File: src/rtl/serial_subtractor_pkg.sv
// Shared definitions for the bit-serial subtractor: FSM encoding and the
// range of operand widths the datapath is built for.
package serial_subtractor_pkg;

    localparam logic [1:0] ST_IDLE  = 2'b00;
    localparam logic [1:0] ST_SHIFT = 2'b01;
    localparam logic [1:0] ST_DONE  = 2'b10;

    localparam int WIDTH_MIN = 2;
    localparam int WIDTH_MAX = 32;

endpackage

File: src/rtl/full_subtractor_bit.sv
// One-bit full subtractor cell: d = a - b - c, with bo the borrow out.
module full_subtractor_bit (
    input  logic a,
    input  logic b,
    input  logic c,
    output logic d,
    output logic bo
);

    assign d  = a ^ b ^ c;
    assign bo = (~a & b) | (~a & c) | (b & c);

endmodule

File: src/rtl/serial_subtractor.sv
// Bit-serial a - b - bin, LSB first, one bit per clock through a single
// full-subtractor cell; d/bo are held from one done pulse to the next.
module serial_subtractor
    import serial_subtractor_pkg::*;
#(
    parameter int WIDTH = 8
) (
    input  logic             clk,
    input  logic             rst_n,
    input  logic             start,
    input  logic [WIDTH-1:0] a,
    input  logic [WIDTH-1:0] b,
    input  logic             bin,
    output logic             busy,
    output logic             done,
    output logic [WIDTH-1:0] d,
    output logic             bo
);

    localparam int CW = (WIDTH > 2) ? $clog2(WIDTH) : 1;

    if (WIDTH < WIDTH_MIN || WIDTH > WIDTH_MAX) begin : g_width_chk
        $error("serial_subtractor: WIDTH out of supported range");
    end

    logic [1:0]       state_q, state_d;
    logic [WIDTH-1:0] a_sr_q, a_sr_d;
    logic [WIDTH-1:0] b_sr_q, b_sr_d;
    logic [WIDTH-1:0] res_q, res_d;
    logic [WIDTH-1:0] dout_q, dout_d;
    logic             brw_q, brw_d;
    logic             bo_q, bo_d;
    logic [CW-1:0]    cnt_q, cnt_d;
    logic             cell_d, cell_bo;
    logic             load;

    full_subtractor_bit u_cell (
        .a  (a_sr_q[0]),
        .b  (b_sr_q[0]),
        .c  (brw_q),
        .d  (cell_d),
        .bo (cell_bo)
    );

    assign load = start && (state_q == ST_IDLE || state_q == ST_DONE);

    always_comb begin
        state_d = state_q;
        a_sr_d  = a_sr_q;
        b_sr_d  = b_sr_q;
        res_d   = res_q;
        dout_d  = dout_q;
        brw_d   = brw_q;
        bo_d    = bo_q;
        cnt_d   = cnt_q;

        case (state_q)
            ST_SHIFT: begin
                a_sr_d = a_sr_q >> 1;
                b_sr_d = b_sr_q >> 1;
                res_d  = {cell_d, res_q[WIDTH-1:1]};
                brw_d  = cell_bo;
                cnt_d  = cnt_q + CW'(1);
                // Last bit: the published result takes the fully shifted value.
                if (cnt_q == CW'(WIDTH - 1)) begin
                    dout_d  = {cell_d, res_q[WIDTH-1:1]};
                    bo_d    = cell_bo;
                    state_d = ST_DONE;
                end
            end
            ST_DONE:  state_d = ST_IDLE;
            ST_IDLE:  state_d = ST_IDLE;
            default:  state_d = ST_IDLE;
        endcase

        if (load) begin
            a_sr_d  = a;
            b_sr_d  = b;
            brw_d   = bin;
            cnt_d   = '0;
            res_d   = '0;
            state_d = ST_SHIFT;
        end
    end

    always_ff @(posedge clk or negedge rst_n) begin
        if (!rst_n) begin
            state_q <= ST_IDLE;
            a_sr_q  <= '0;
            b_sr_q  <= '0;
            res_q   <= '0;
            dout_q  <= '0;
            brw_q   <= 1'b0;
            bo_q    <= 1'b0;
            cnt_q   <= '0;
        end else begin
            state_q <= state_d;
            a_sr_q  <= a_sr_d;
            b_sr_q  <= b_sr_d;
            res_q   <= res_d;
            dout_q  <= dout_d;
            brw_q   <= brw_d;
            bo_q    <= bo_d;
            cnt_q   <= cnt_d;
        end
    end

    assign busy = (state_q == ST_SHIFT);
    assign done = (state_q == ST_DONE);
    assign d    = dout_q;
    assign bo   = bo_q;

endmodule

File: config.mk
export PLATFORM = sky130hd
export DESIGN_NAME = serial_subtractor
export DESIGN_NICKNAME = d
export VERILOG_FILES = /design/src/rtl/serial_subtractor_pkg.sv /design/src/rtl/full_subtractor_bit.sv /design/src/rtl/serial_subtractor.sv
export SDC_FILE = /design/constraint.sdc
export NUM_CORES = 1
export LEC_CHECK = 0
export ABC_AREA = 1
export CAP_MARGIN = 20
export CORE_ASPECT_RATIO = 0.8
export CORE_MARGIN = 3
export CORE_UTILIZATION = 45
export CTS_BUF_LIST = sky130_fd_sc_hd__clkbuf_4 sky130_fd_sc_hd__clkbuf_8
export CTS_CLUSTER_DIAMETER = 30
export DETAILED_ROUTE_END_ITERATION = 16
export PLACE_DENSITY = 0.75
export SETUP_SLACK_MARGIN = 0.1
export SLEW_MARGIN = 15
export SYNTH_ARGS = -nofsm -noshare
export SYNTH_HDL_FRONTEND = slang
export SYNTH_SLANG_ARGS = --single-unit
File: constraint.sdc
create_clock -name clk -period 1.3 [get_ports clk]
set_input_delay 0.195 -clock clk [delete_from_list [all_inputs] [get_ports clk]]
set_output_delay 0.195 -clock clk [all_outputs]
set_load 0.005 [all_outputs]
==> reports/qor.yml, run 1 <==
status: "completed"
intPower_mw: 3.89
grt_overflow: 0
io_buffer_count: 30
synth_area_leader_cell: "dfrtp_1"
h-tree-depth: 2
combPwrFrac_pct: 54.5
drtPass1Iterations: 4
max_freq_ghz: 0.796
crit_fanout: 8
cts_tree: "built"
setup-tns-final_ns: 0
vdd_ir_drop_max_uv: 1550
fp.dieH_um: 61.8
seqCellArea_um2: 952
grt_max_degree: 25
first_global_vias: 1466
io_pins: 31
vias: 1636
dpl.hpwl_um: 2540
grt_antenna_before_repair: 0
cp_common_cell: "buf_6"
p_sw_mw: 2.67
synth.top_cell.area_share_pct: 54.2
ant_nets: 0
grt_usage_pct: 18.4
clock_latency_ns: 0.29
timing.final.crit_share_pct: 96.6
diodes: 0
crit_path_top_delay_cell: "dfrtp_1"
yosysWarnings: 0
critical_path.reg2reg.endpoint: "cnt_q[0]"
drc: 0
synth_cells: 203
critPathArrivalTime_ns: 1.43
async_reset_ff_share_pct: 100
wirelength_um: 5220
syn_nets: 226
finalPower_mw: 6.56
fp.coreArea_um2: 3590
netlist_top_cells_area: "dfrtp_1 54%, nand2_1 19%, nand3_1 12%, buf_6 2.6%, inv_1 1.9%"
path_clk_slew_ns: 0.07
leakage_nw: 1.39
place_congestion: 0.799
finClkSkew_ns: 0.00239
synthFlopType: "dfrtp_1"
area_delta_synth_final_pct: 60.7
synth_cell_types: 18
clkSinkCount: 38
routedWlPerCell_um: 16.6
tightest_slew_ns: 0.376
synth_edf_count: 0
initialDrtViolationCount: 108
cap_violations: 0
viasPerCell: 5.21
cts_root_buf: "clkbuf_8"
fin_cells: 314
rsz0062_at_grt: "true"
synthTopCellsByCount: "89 x nand2_1, 42 x nand3_1, 38 x dfrtp_1, 9 x inv_1"
swShare_pct: 40.7
critPathMaxStageDelay_ns: 0.40
rows: 19
grt_pass1_wl_um: 6380
p_clk_share_pct: 12.4
finalSetupViolations: 0
multi_input_area_um2: 966
drive_above_1_share_pct: 39.3
r2r_cells: 7
cts_buffers: 5
die_area_um2: 4690
cp.buffers_inverters: 4
rrSetupSlack_ns: 0.04
critPathLaunchType: "flip-flop"
path_class: "flip-flop to flip-flop"
seqPwrFrac_pct: 33.1
cp_cell_sequence: "buf_6 > inv_6 > buf_6 > nand2_8 > buf_12 > nand3_4 > o21ai_2"
period_minus_slack_ns: 1.26
dp.cells: 285
n_fill_cell: 216
initial_core_util_pct: 48.8
dieWidth_um: 75.8
synth.yosys.seq_area_share_pct: 54.2
syn-mean-instance-area_um2: 8.64
path_delay_family: "buffers and inverters"
critical_path_required_ns: 1.48
syn_area_um2: 1750
power_density_nw_per_um2: 2330
yosysMostFrequentCell: "nand2_1"
ys_ff_latch: 38
end_kind: "flip-flop"
timing.rr.start: "state_q[0]"
hold_viol_final: 0
clock_path_buffers: 2
nets: 285
final-max-slew-violation-count: 0
hold_class: "input pin to async pin"
relSlewSlack_pct: 74.9
==> layout by cell type, fill, tap and decap left out, types with 3 or more instances in the layout <==
cell              n
buf_12            5
nand2_1          72
clkbuf_16         4
nand2_2          12
nand3_4           3
nand3_2          28
nand3_1          11
clkbuf_8          5
inv_2             3
clkdlybuf4s50_1  18
inv_1             7
dlygate4sd2_1     9
buf_6            10
buf_4            10
dfrtp_1          37
nand2_4           6
==> kinds of logic after synthesis <==
kind of cell	Yosys count	synth area share, %
AOI/OAI and AO/OA	3	0.856
adders and majority gates	3	2.57
buffers and inverters	21	7.28
DFF	38	54.2
and+or+nand+nor	138	35.0
==> through the flow <==
stage	worst slack, ns	utilization [%]	cell area [µm²]	hold WS (ns)
4_1_cts	0.0504	66.5	2390	0.349
3_5_place_dp	-0.0149	60.3	2160	0.128
5_1_grt	-0.000685	78.5	2820	0.394
3_3_place_gp	0.0102	60.3	2160	0.129
2_1_floorplan	0.133	-	1750	-0.101
6_report	0.0439	78.5	2820	0.342
==> power groups by stage <==
stage / logic (mW) / registers, mW / clock network [mW]
2_1_floorplan: 1.49 / 2.03 / 0
3_3_place_gp: 2.19 / 2.07 / 0
3_5_place_dp: 2.25 / 2.10 / 0
4_1_cts: 2.56 / 2.05 / 0.813
5_1_grt: 3.86 / 2.23 / 0.873
6_report: 3.57 / 2.17 / 0.815
==> state kept, by name, summed over array words and instances (netlist names) <==
signal / flops
state_q: 2
d: 8
brw_q: 1
res_q: 7
bo: 1
b_sr_q: 8
a_sr_q: 8
cnt_q: 3
==> layer usage <==
layer / wire (µm) / share of wire, % / vias up / global-route usage [%]
met4: 194 / 3.7 / 0 / 10.7
met3: 255 / 4.9 / 16 / 4.18
met2: 2600 / 50 / 55 / 29.3
met1: 2170 / 42 / 805 / 23.1
li1: - / - / 760 / -
met5: 0 / 0 / - / 0
==> repair_timing <==
item,CTS,global route
pin swaps,3,32
setup endpoints to repair,41,40
buffers inserted,14,1
hold buffers,1,0
resized for setup,26,72
endpoints found under the hold margin,14,0
cloned,0,6
==> cell type report <==
class,count,share of cell area [%]
Multi-Input combinational cell,144,34.3
Sequential cell,38,33.8
Timing Repair Buffer,61,24.7
Clock buffer,7,2.98
Tap cell,52,2.31
Inverter,12,1.87
==> worst max-delay path by stage <==
stage	start	endpoint	slack [ns]	depth (start not counted)
2_1_floorplan	brw_q	d[7]	0.13	4
3_3_place_gp	state_q[1]	done	0.01	3
3_5_place_dp	start	a_sr_q[4]	-0.01	6
4_1_cts	state_q[1]	done	0.05	3
5_1_grt	state_q[0]	d[4]	-0.0007	7
6_report	state_q[0]	cnt_q[0]	0.04	7
Power figures use the tool's default switching activity.
==> run 2: changes to the inputs <==
--- a/config.mk
+++ b/config.mk
@@ -8,12 +8,12 @@
 export ABC_AREA = 1
 export CAP_MARGIN = 20
 export CORE_ASPECT_RATIO = 0.8
-export CORE_MARGIN = 3
+export CORE_MARGIN = 2
 export CORE_UTILIZATION = 45
 export CTS_BUF_LIST = sky130_fd_sc_hd__clkbuf_4 sky130_fd_sc_hd__clkbuf_8
 export CTS_CLUSTER_DIAMETER = 30
 export DETAILED_ROUTE_END_ITERATION = 16
-export PLACE_DENSITY = 0.75
+export PLACE_DENSITY = 0.78
 export SETUP_SLACK_MARGIN = 0.1
 export SLEW_MARGIN = 15
 export SYNTH_ARGS = -nofsm -noshare
==> constraint.sdc (replaced) <==
create_clock -name clk -period 1.15 [get_ports clk]
set_input_delay 0.1725 -clock clk [delete_from_list [all_inputs] [get_ports clk]]
set_output_delay 0.1725 -clock clk [all_outputs]
set_load 0.005 [all_outputs]
==> reports/qor.yml, run 2 (synthesized netlist as in run 1, its figures left out) <==
status: "finished with violations"
violations: "setup timing"
p_clk_share_pct: 13.1  # +0.7 points
cts_tree: "built"
swShare_pct: 39.1  # -1.7 points
end_kind: "flip-flop"
p_sw_mw: 2.66  # -0.54%
drtPass1Iterations: 4  # unchanged
intPower_mw: 4.15  # +6.6%
final-max-slew-violation-count: 0  # unchanged
final_util_pct: 69.4  # -9.1 points
critPathMaxStageDelay_ns: 0.40  # about the same
cp_common_cell: "buf_6"
rows: 20  # +1
setup-tns-final_ns: -2.41  # -2.41 ns
dieWidth_um: 73.8  # -2.6%
seqPwrFrac_pct: 34.9  # +1.8 points
grt_max_degree: 39  # +56%
finalSetupViolations: 37  # +37
diodes: 0  # unchanged
cts_buffers: 5  # unchanged
first_global_vias: 1532  # +4.5%
hold_viol_final: 0  # unchanged
clkSinkCount: 38  # unchanged
io_pins: 31  # unchanged
initialDrtViolationCount: 96  # -11%
h-tree-depth: 2  # unchanged
period_minus_slack_ns: 1.29  # +0.0318 ns
drive_above_1_share_pct: 36.3  # -3.1 points
cap_violations: 0  # unchanged
leakage_nw: 1.33  # -4.6%
grt_usage_pct: 21.0  # +2.6 points
grt_antenna_before_repair: 0  # unchanged
path_clk_slew_ns: 0.07  # about the same
tightest_slew_ns: 0.577  # +0.201 ns
viasPerCell: 4.92  # -5.5%
rsz0062_at_grt: "true"
finalPower_mw: 6.80  # +3.7%
nets: 286  # +0.35%
die_area_um2: 4410  # -5.8%
fp.coreArea_um2: 3780  # +5.3%
wirelength_um: 4320  # -17%
routedWlPerCell_um: 13.6  # -18%
grt_overflow: 0  # unchanged
pre_cts_slack_ns: -0.194  # -0.179 ns
max_freq_ghz: 0.776  # -2.5%
path_class: "flip-flop to flip-flop"
vias: 1560  # -4.6%
crit_path_top_delay_cell: "dfrtp_1"
io_buffer_count: 30  # unchanged
drc: 0  # unchanged
cp_cell_sequence: "buf_6 > buf_6 > buf_6 > nor2_4 > buf_12 > nand2_2 > nand3_2"
hold_class: "input pin to async pin"
final_cell_mix: "80 x nand2_1, 37 x dfrtp_1, 23 x nand3_2"
mostFrequentLayoutCell: "nand2_1"
relSlewSlack_pct: 61.5  # -13 points
dpl.hpwl_um: 2250  # -11%
initial_core_util_pct: 46.4  # -2.4 points
clock_latency_ns: 0.29  # about the same
place_congestion: 0.750  # -6.1%
combPwrFrac_pct: 52.1  # -2.4 points
critPathArrivalTime_ns: 1.52  # +0.09 ns
clock_path_buffers: 2  # unchanged
grt_pass1_wl_um: 6820  # +6.9%
vdd_ir_drop_max_uv: 1100  # -29%
crit_fanout: 8  # unchanged
timing.final.crit_share_pct: 112  # +15 points
finClkSkew_ns: 0.00401  # +0.00162 ns
fin_ws_ns: -0.138  # -0.182 ns
fp.dieH_um: 59.8  # -3.2%
cts_root_buf: "clkbuf_8"
n_fill_cell: 294  # +36%
ant_nets: 0  # unchanged
critPathLaunchType: "flip-flop"
area_delta_synth_final_pct: 49.6
power_density_nw_per_um2: 2590  # +11%
critical_path_required_ns: 1.38  # -0.10 ns
==> run 2: power groups by stage <==
stage | sequential, mW | combinational [mW] | clock, mW
final | 2.37 | 3.54 | 0.890
after floorplan | 2.30 | 1.74 | 0
after global routing | 2.44 | 3.92 | 0.958
after detailed placement | 2.37 | 2.60 | 0
after global placement | 2.35 | 2.52 | 0
after CTS | 2.35 | 3.26 | 0.917
==> run 2: stage by stage <==
step	instance area, µm²	instances	hold slack, ns
2_1_floorplan	1780	203	-0.123
3_3_place_gp	2180	292	0.153
3_5_place_dp	2180	292	0.157
4_1_cts	2540	313	0.383
5_1_grt	2620	317	0.402
6_report	2620	317	0.384
==> run 2: final timing paths <==
kind	startpoint	endpoint	slack (ns)	cells after the start
max	state_q[0]	b_sr_q[0]	-0.14	7
min	rst_n	a_sr_q[4]	0.38	3
max reg2reg	state_q[0]	b_sr_q[0]	-0.14	7
min reg2reg	d[7]	d[7]	0.48	2
max in group asynchronous	rst_n	state_q[1]	0.57	3
min in group clk	a[7]	a_sr_q[7]	0.43	3
==> run 2: worst max-delay path, delay by kind of cell, from the launching register on <==
| kind | cells | cell delay (ns) |
|---|---|---|
| flops | 1 | 0.40 |
| simple gates | 3 | 0.29 |
| buf+inv | 4 | 0.52 |
==> run 2: routing by layer <==
metal | up-vias | global-route usage, % | wire length (µm)
li1 | 763 | - | -
met1 | 751 | 25.9 | 1920
met2 | 42 | 36.1 | 2130
met3 | 4 | 6.58 | 229
met4 | 0 | 5.45 | 40
met5 | - | 0 | 0
==> run 2: layout make-up <==
cell class	instances	area, µm²	share of cell area (%)
Multi-Input combinational cell	148	912	34.8
Timing Repair Buffer	58	554	21.1
Clock buffer	6	82.6	3.15
Sequential cell	38	952	36.3
Tap cell	55	68.8	2.62
Inverter	12	52.6	2.00
==> run 2: repair_timing <==
item / CTS / global route
pin swaps: 22 / 20
resized for setup: 88 / 17
hold buffers: 1 / 0
setup buffers: 11 / 2
cloned: 3 / 2
setup endpoints to repair: 49 / 43
endpoints found under the hold margin: 38 / 0
==> run 3: changes to the inputs <==
--- a/config.mk
+++ b/config.mk
@@ -8,7 +8,7 @@
 export ABC_AREA = 1
 export CAP_MARGIN = 20
 export CORE_ASPECT_RATIO = 0.8
-export CORE_MARGIN = 2
+export CORE_MARGIN = 4
 export CORE_UTILIZATION = 45
 export CTS_BUF_LIST = sky130_fd_sc_hd__clkbuf_4 sky130_fd_sc_hd__clkbuf_8
 export CTS_CLUSTER_DIAMETER = 30
==> reports/qor.yml, run 3 (synthesized netlist as in run 1, its figures left out) <==
crit_path_top_delay_cell: "dfrtp_1"
status: "finished with violations"
cts_root_buf: "clkbuf_8"
placed_cell_area_um2: 2170  # -0.52%
grt_max_degree: 39  # unchanged
viasPerCell: 4.99  # +1.5%
rsz0062_at_grt: "true"
grt_antenna_before_repair: 0  # unchanged
routedWlPerCell_um: 14.7  # +7.8%
cts_buffers: 5  # unchanged
io_pins: 31  # unchanged
mostFrequentLayoutCell: "nand2_1"
dieWidth_um: 77.8  # +5.4%
end_kind: "flip-flop"
n_fill_cell: 230  # -22%
cts_tree: "built"
critPathMaxStageDelay_ns: 0.39  # about the same
cp_common_cell: "buf_6"
path_clk_slew_ns: 0.07  # about the same
timing.rr.start: "state_q[0]"
vdd_ir_drop_max_uv: 1560  # +41%
fp.dieH_um: 63.8  # +6.7%
dpl.hpwl_um: 2290  # +1.7%
clock_latency_ns: 0.29  # about the same
crit_fanout: 4  # -4
wirelength_um: 4690  # +8.5%
final_util_pct: 78.4  # +9.0 points
timing.final.crit_share_pct: 117  # +4.6 points
initial_core_util_pct: 48.8  # +2.4 points
place_congestion: 0.761  # +1.5%
hold_class: "input pin to async pin"
cap_violations: 0  # unchanged
cp_cell_sequence: "buf_6 > buf_6 > buf_6 > nor2_4 > buf_12 > buf_16 > nand2_4 > nand2_2"
critical_path.reg2reg.endpoint: "a_sr_q[7]"
nets: 291  # +1.7%
grt_usage_pct: 19.6  # -1.5 points
finalSetupViolations: 40  # +8.1%
final-max-slew-violation-count: 0  # unchanged
setup-tns-final_ns: -4.91  # -2.49 ns
path_class: "flip-flop to flip-flop"
first_global_vias: 1534  # +0.13%
critical_path_required_ns: 1.38  # about the same
finalPower_mw: 7.59  # +12%
leakage_nw: 1.43  # +7.1%
period_minus_slack_ns: 1.34  # +0.0530 ns
relSlewSlack_pct: 70.3  # +8.8 points
critPathLaunchType: "flip-flop"
critPathArrivalTime_ns: 1.57  # +0.05 ns
clkSinkCount: 38  # unchanged
vias: 1593  # +2.1%
drc: 0  # unchanged
io_buffer_count: 30  # unchanged
fin_ws_ns: -0.191  # -0.0530 ns
pre_cts_slack_ns: -0.218  # -0.0240 ns
violations: "setup timing"
grt_overflow: 0  # unchanged
hold_viol_final: 0  # unchanged
power_density_nw_per_um2: 2700  # +3.9%
fp.coreArea_um2: 3590  # -5.0%
tightest_slew_ns: 0.446  # -0.131 ns
clock_path_buffers: 2  # unchanged
diodes: 0  # unchanged
ant_nets: 0  # unchanged
rows: 19  # -5.0%
area_delta_synth_final_pct: 60.6
initialDrtViolationCount: 115  # +20%
r2r_cells: 8  # +1
rrSetupSlack_ns: -0.19  # -0.05 ns
h-tree-depth: 2  # unchanged
design_area_um2: 2820  # +7.3%
grt_pass1_wl_um: 7520  # +10%
final_cell_mix: "67 x nand2_1, 37 x dfrtp_1, 24 x nand3_1"
finClkSkew_ns: 0.00453  # +0.000519 ns
max_freq_ghz: 0.746  # -4.0%
drtPass1Iterations: 4  # unchanged
drive_above_1_share_pct: 41.6  # +5.3 points
die_area_um2: 4960  # +12%
==> run 3: worst max-delay path, delay by kind of cell (launching register included) <==
family	cells	cell delay (ns)
AND/OR/NAND/NOR	3	0.27
buffers and inverters	5	0.61
flip-flops	1	0.39
==> run 3: report_power, final <==
part | switching [mW] | internal (mW)
Combinational | 2.04 | 2.25
Clock | 0.441 | 0.462
Sequential | 0.433 | 1.97
Total | 2.92 | 4.68
==> run 3: worst max path at each step <==
stage / cells past startpoint / slack [ns] / endpoint / start
floorplan: 5 / -0.001 / d[7] / a_sr_q[0]
global placement: 6 / -0.17 / brw_q / start
detailed placement: 6 / -0.22 / a_sr_q[0] / start
CTS: 8 / -0.15 / brw_q / state_q[0]
global route: 8 / -0.22 / b_sr_q[4] / state_q[0]
finish: 8 / -0.19 / a_sr_q[7] / state_q[0]
==> run 3: area by class of cell <==
class | instances | area (µm²) | area share [%]
Tap cell | 52 | 65.1 | 2.31
Inverter | 12 | 50.0 | 1.78
Timing Repair Buffer | 64 | 707 | 25.1
Sequential cell | 38 | 952 | 33.8
Clock buffer | 6 | 82.6 | 2.93
Multi-Input combinational cell | 147 | 958 | 34.0
==> run 3: metal layers <==
| layer | wire, µm | vias up | track usage, % | part of all wire, % |
|---|---|---|---|---|
| met5 | 0 | - | 0 | 0 |
| met4 | 92 | 0 | 6.67 | 2.0 |
| met3 | 240 | 7 | 4.35 | 5.1 |
| met2 | 2360 | 48 | 32.6 | 50 |
| met1 | 1990 | 759 | 25.4 | 43 |
| li1 | - | 779 | - | - |
==> run 3: timing repair <==
item | 4_1_cts | 5_1_grt
resized for setup | 95 | 28
buffers inserted | 16 | 1
setup endpoints to repair | 49 | 43
gates cloned | 6 | 1
hold buffers | 1 | 0
pin swaps | 33 | 20
endpoints found under the hold margin | 38 | 0
==> run 3: stage by stage <==
| step | hold WS (ns) | cells |
|---|---|---|
| after floorplan | -0.123 | 203 |
| after global placement | 0.153 | 288 |
| after detailed placement | 0.152 | 288 |
| after CTS | 0.372 | 317 |
| after global routing | 0.389 | 319 |
| final | 0.368 | 319 |
